**config.mk**
```make
export PLATFORM = sky130hd
export DESIGN_NAME = demux7_collector
export DESIGN_NICKNAME = d
export VERILOG_FILES = /design/src/rtl/demux7_collector.sv
export SDC_FILE = /design/constraint.sdc
export NUM_CORES = 1
export LEC_CHECK = 0
export BUFFER_PORTS_ARGS = -buffer_cell sky130_fd_sc_hd__buf_4
export CORE_AREA = 5 5 42 44
export DETAILED_ROUTE_END_ITERATION = 10
export DIE_AREA = 0 0 47 49
export GPL_ROUTABILITY_DRIVEN = 0
export GPL_TIMING_DRIVEN = 0
export PLACE_DENSITY = 0.7
export SLEW_MARGIN = 20
export SYNTH_ARGS = -nofsm -noshare
export SYNTH_HDL_FRONTEND = slang
export SYNTH_SLANG_ARGS = --single-unit
```
**constraint.sdc**
```tcl
create_clock -name Clock -period 1.9 [get_ports Clock]
set_clock_uncertainty 0.15 [all_clocks]
set_input_delay 0 -clock Clock [delete_from_list [all_inputs] [get_ports Clock]]
set_output_delay 0 -clock Clock [all_outputs]
set_load 0.02 [all_outputs]
```
**src/rtl/demux7_collector.sv**
```systemverilog
// Serial-to-parallel 1-to-7 collector: steers accepted bits into slots 0..6, then offers the word on a valid/ready port.
// Optional trailing even-parity bit enabled by defining DEMUX7_PARITY_EN.
module demux7_collector #(
    parameter int unsigned SLOTS = 7,
    parameter int unsigned SELW  = 3
) (
    input  logic             Clock,
    input  logic             Reset,
    input  logic             In,
    input  logic             InValid,
    output logic             InReady,
    output logic [SELW-1:0]  Select,
    output logic [SLOTS-1:0] Word,
    output logic             OutValid,
    input  logic             OutReady,
    output logic             ParityErr
);

    typedef enum logic [1:0] {
        COLLECT = 2'd0,
`ifdef DEMUX7_PARITY_EN
        PARITY  = 2'd1,
`endif
        FULL    = 2'd2
    } state_t;

    state_t state;
    logic   accept;
    logic   last_slot;

    // FULL passes downstream readiness straight through so a retiring word costs no bubble
    assign InReady   = (state == FULL) ? OutReady : 1'b1;
    assign accept    = InValid & InReady;
    assign last_slot = (Select == SELW'(SLOTS - 1));

`ifndef DEMUX7_PARITY_EN
    assign ParityErr = 1'b0;
`endif

    always_ff @(posedge Clock) begin
        if (Reset) begin
            state    <= COLLECT;
            Select   <= '0;
            Word     <= '0;
            OutValid <= 1'b0;
`ifdef DEMUX7_PARITY_EN
            ParityErr <= 1'b0;
`endif
        end else begin
            case (state)
                COLLECT: begin
                    if (accept) begin
                        Word[Select] <= In;
                        if (last_slot) begin
                            Select <= '0;
`ifdef DEMUX7_PARITY_EN
                            state  <= PARITY;
`else
                            state    <= FULL;
                            OutValid <= 1'b1;
`endif
                        end else begin
                            Select <= Select + SELW'(1);
                        end
                    end
                end
`ifdef DEMUX7_PARITY_EN
                // Parity bit is checked against the stored data, never written into Word
                PARITY: begin
                    if (accept) begin
                        ParityErr <= ^{Word, In};
                        OutValid  <= 1'b1;
                        state     <= FULL;
                    end
                end
`endif
                FULL: begin
                    if (OutReady) begin
                        OutValid <= 1'b0;
                        state    <= COLLECT;
`ifdef DEMUX7_PARITY_EN
                        ParityErr <= 1'b0;
`endif
                        // A bit arriving with the retiring handshake opens the next word
                        if (InValid) begin
                            Word[0] <= In;
                            Select  <= SELW'(1);
                        end
                    end
                end
                default: begin
                    state    <= COLLECT;
                    Select   <= '0;
                    OutValid <= 1'b0;
                end
            endcase
        end
    end

endmodule

```
# ---- Word level (Yosys, flattened, before mapping)
# Index checks and enable logic that the tools add are counted.
dict set report op_classes {
  n_addsub 1
  magnitude_cmp 2
  n_eq_ne 6
  n_mux 21
  bitwise 1
  n_reduce_logical 7
}
# cell n
set ops {}
lappend ops {{3-bit two-way mux} 4}
lappend ops {{1-bit two-way mux} 8}
lappend ops {{2-bit inequality test, second input constant} 4}
lappend ops {{7-bit bitwise mux} 1}
lappend ops {{2-bit two-way mux} 3}
lappend ops {{3-bit case mux with 2 select lines} 1}
lappend ops {{3-bit AND reduction} 2}
lappend ops {{3-bit by 4-bit less-than comparator with 1-bit output, second input constant} 1}
lappend ops {{1-bit case mux with 2 select lines} 2}
lappend ops {{2-bit case mux with 2 select lines} 1}
lappend ops {{4-bit AND reduction} 1}
lappend ops {{3-bit by 1-bit adder with 3-bit output, second input constant} 1}
lappend ops {{1-bit demux with 3-bit select} 1}
lappend ops {{3-bit == test, second input constant} 1}
lappend ops {{3-bit by 1-bit greater-or-equal comparator with 1-bit output, second input constant} 1}
lappend ops {{2-bit == test, second input constant} 1}
lappend ops {{2-bit logical NOT} 1}
lappend ops {{2-bit AND reduction} 1}
lappend ops {{2-bit nonzero test} 1}
lappend ops {{1-bit bitwise AND} 1}
lappend ops {{1-bit logical AND} 1}
dict set report totals {
  reg_bits 13
  input_bits 5
  out_inout_bits 13
  elab_cells 43
}

# ---- Logic depth before layout (Yosys ltp)
dict set report logic_depth {
  word_depth 7
  depth_mapped 3
}

# ---- Worst setup path before layout
# No wires, ideal clock.
dict set report synth_timing {
  kind {register to register}
  from {register Select[2]}
  to {register Word[0]}
  setup_ns 0.136
  arrival_time_ns 1.159
  path_slack_ns 0.456
  stages_incl_launch_ff 4
  path_buffers 0
  synth_period_minus_slack_ns 1.444
  path_cell_list {dfxtp_1 -> or4_4 -> nand4b_1 -> o311ai_2}
}
dict set report synth_via {
  elab_chain_cells 7
  elab_cells_between_ends 8
}
# item line
set synth_rtl {}
lappend synth_rtl {{start: declaration} 12} ;# output logic [SELW-1:0] Select,
lappend synth_rtl {{start signal: assignment} 63} ;# Select <= Select + SELW'(1);
lappend synth_rtl {{3-bit by 4-bit less-than comparator with 1-bit output (not written as such) or 3-bit by 1-bit greater-or-equal comparator with 1-bit output (tied branches)} 53} ;# Word[Select] <= In;
lappend synth_rtl {{1-bit logical AND (not written as such)} 53}
lappend synth_rtl {{1-bit two-way mux (not written as such)} 53}
lappend synth_rtl {{1-bit demux with 3-bit select *} 53}
lappend synth_rtl {{7-bit bitwise mux *} 53}
lappend synth_rtl {{1-bit two-way mux *} 52} ;# if (accept) begin
lappend synth_rtl {{1-bit case mux with 2 select lines *} 50} ;# case (state)
lappend synth_rtl {{end signal: indexed assignment} 53}
lappend synth_rtl {{end signal: assignment} 86} ;# Word[0] <= In;
lappend synth_rtl {{end: declaration} 13} ;# output logic [SLOTS-1:0] Word,
# Mark *: on every way between the ends. The rest lies on a longest branch, timed or not. The select of a mux whose other input is x is not followed.
# A chain may end at the register's enable or synchronous reset.

==> metrics <==
result of the run finished clean; endpoint type of the worst setup path output port; required time worst endpoint 1.75 ns; post-synthesis register bit count 11; final worst path period need 1.48 ns; Crit Path Class reg2out; setup slack, reg-to-reg 0.47 ns; leakage power figure 0.353 nW; H-tree levels 1; list of most frequent post-synthesis cells sky130_fd_sc_hd__dfxtp_1 (11), sky130_fd_sc_hd__nand2_1 (7), sky130_fd_sc_hd__nand2b_1 (7), sky130_fd_sc_hd__mux2i_1 (6), sky130_fd_sc_hd__nor2_1 (4); Slew Viols, Final 0; total setup violations reported at the end of the flow 0; power density over cell area 668 nW/um2; yosys warns 0; root cell of the clock tree sky130_fd_sc_hd__clkbuf_4; number of clock buffers inserted by TritonCTS 3; Reg-to-Reg Start OutValid; final cell count without fillers 101; Max stage delay cell, worst path sky130_fd_sc_hd__dfxtp_1; Row Count 14; post-route core utilization 0.538; Floorplan Core Area 1400 um2; via count of the first global-routing pass 418; final instance area 754 um2; Post-Syn Nets 66; number of antenna violations at the first check in global routing 0; total negative setup slack 0 ns; capture point of the critical path InReady; post-synthesis cell type with the largest combined area sky130_fd_sc_hd__dfxtp_1; Clock transition at path regs 0.07 ns; count of buffers from port buffering 16; final net count 91; post-synthesis async set-or-reset flop share 0; Critical Path Fanout Max 9; DIE AREA 2300 um2; unrepaired setup endpoints after global routing false; number of hold-slack violations in the final timing report 0; Max Fclk 678 MHz; count of TritonRoute iterations in the first routing pass 4; post-placement cell count 93; Max Root-Sink Buffers 2; number of design rule violations left after detail routing 0; Clk Latency, worst-skew pair 0.28 ns; prevailing post-synth register cell sky130_fd_sc_hd__dfxtp_1; Boundary Pins 18; largest cells by area after synthesis sky130_fd_sc_hd__dfxtp_1 (40%), sky130_fd_sc_hd__mux2i_1 (11%), sky130_fd_sc_hd__nand2b_1 (8.0%); launch point of the worst path OutValid; largest net degree at the start of global routing 11; initial standard-cell utilization of the core 0.391; slowest stage delay, CP 0.49 ns; global router's overall resource usage 0.110; Post-Syn Instances 61; Post-Synthesis Mean Instance Area 8.98 um2; cell area after placement 688 um2; initial detailed-routing violation count 7; Post-synth EDFFs 0; post-route fraction of the period consumed by the critical path 0.776; count of distinct cell types in the synthesized netlist 25; residual antenna-violating net count after detailed routing 0; Die Span Y 49 um; fraction of post-synthesis cell area in the top cell type by area 0.402; wire length of the first global-routing pass 1880 um; most frequent cell after synthesis sky130_fd_sc_hd__dfxtp_1; number of sinks driven by the clock tree 11; antenna diode instance count 0; netlist area before placement 548 um2; aggregate routed wire length 1220 um; Worst Hold Class reg2reg; series of cell instances along the critical path nor2b_1 -> inv_1 -> buf_4; Die Wd 47 um; sequential cell area fraction in the yosys report 0.402; reg2reg path depth 3; routed wirelength normalized by instance count 12.0 um; maximum ir drop on the vdd rail 0.000351 V; total grt overflow 0; critical path arrival 1.33 ns; CTS tree yes; vias per cell 5.00; via total after detailed routing 505; half-perimeter wire length of the detailed placement result 865 um; fraction of final layout cells with drive strength greater than 1 0.271; CP Launch Type register; Area Overhead vs Synth 37.7%; number of max-capacitance violations reported 0; destination of the worst register-to-register timing path Word[0]
==> where the power goes <==
| part | switching, mW | internal, mW |
|---|---|---|
| sequential | 0.0123 | 0.239 |
| clock | 0.0848 | 0.0815 |
| combinational | 0.0412 | 0.0451 |
| total | 0.138 | 0.366 |
==> stage by stage <==
stage / hold WS, ns / power, mW / setup slack, ns
6_report: 0.329 / 0.504 / 0.425
5_1_grt: 0.354 / 0.529 / 0.351
4_1_cts: 0.333 / 0.506 / 0.441
3_5_place_dp: 0.184 / 0.337 / 0.483
3_3_place_gp: 0.178 / 0.336 / 0.488
2_1_floorplan: 0.0340 / 0.306 / 0.456
==> final cells by class <==
| class | count | area [um2] |
|---|---|---|
| fillers | 143 | 647 |
| inverters | 2 | 7.51 |
| flip-flops and latches | 11 | 220 |
| plain buffers | 2 | 11.3 |
| well taps | 16 | 20.0 |
| clock buffers | 4 | 26.3 |
| repair buffers | 20 | 160 |
| multi-input cells | 46 | 309 |
==> metal layers <==
metal | global-route usage | vias up | wire length, um
li1 | - | 261 | -
met1 | 0.160 | 224 | 581
met2 | 0.147 | 16 | 528
met3 | 0.0258 | 4 | 80
met4 | 0.0553 | 0 | 26
met5 | 0 | - | 0
==> flip-flops by register name, summed over array words and instances, names as in the netlist <==
| signal | flops |
|---|---|
| OutValid | 1 |
| Select | 3 |
| Word | 7 |
==> worst max-delay path: cells and delay by family, from the launching register on <==
family | cells | cell delay [ns]
buf+inv | 2 | 0.27
simple gates | 1 | 0.30
flops | 1 | 0.49
==> worst min path at each step <==
stage / from / to / slack (ns) / cells after the start
6_report: Word[4] / Word[4] / 0.33 / 2
5_1_grt: Word[3] / Word[3] / 0.35 / 2
4_1_cts: Word[4] / Word[4] / 0.33 / 2
3_5_place_dp: OutReady / OutValid / 0.18 / 4
3_3_place_gp: Reset / Word[5] / 0.18 / 3
2_1_floorplan: Reset / Word[5] / 0.03 / 2
==> cell families (layout without fill, tap and decap cells) <==
| logic type | Yosys count | count (layout) | share of synthesized area |
|---|---|---|---|
| and+or+nand+nor | 29 | 29 | 0.311 |
| buffers and inverters | 4 | 28 | 0.0343 |
| other | 1 | 1 | 0.00684 |
| AOI/OAI and AO/OA | 10 | 10 | 0.137 |
| muxes | 6 | 6 | 0.110 |
| DFF | 11 | 11 | 0.402 |
==> cells in the final DEF, fill, tap and decap left out, drive strengths merged, types with 3 or more instances in the layout <==
| cell type | instances |
|---|---|
| clkbuf | 5 |
| dlygate4sd3 | 4 |
| mux2i | 6 |
| nor2 | 4 |
| nor2b | 3 |
| nand2 | 7 |
| buf | 17 |
| nand2b | 7 |
| dfxtp | 11 |
==> timing repair <==
item | CTS | global route
endpoints found under the hold margin | 11 | 0
resized for setup | 0 | 0
buffers inserted | 0 | 0
hold buffers | 4 | 0
setup endpoints to repair | 0 | 0
No activity file was read; power rests on OpenSTA's default activity.
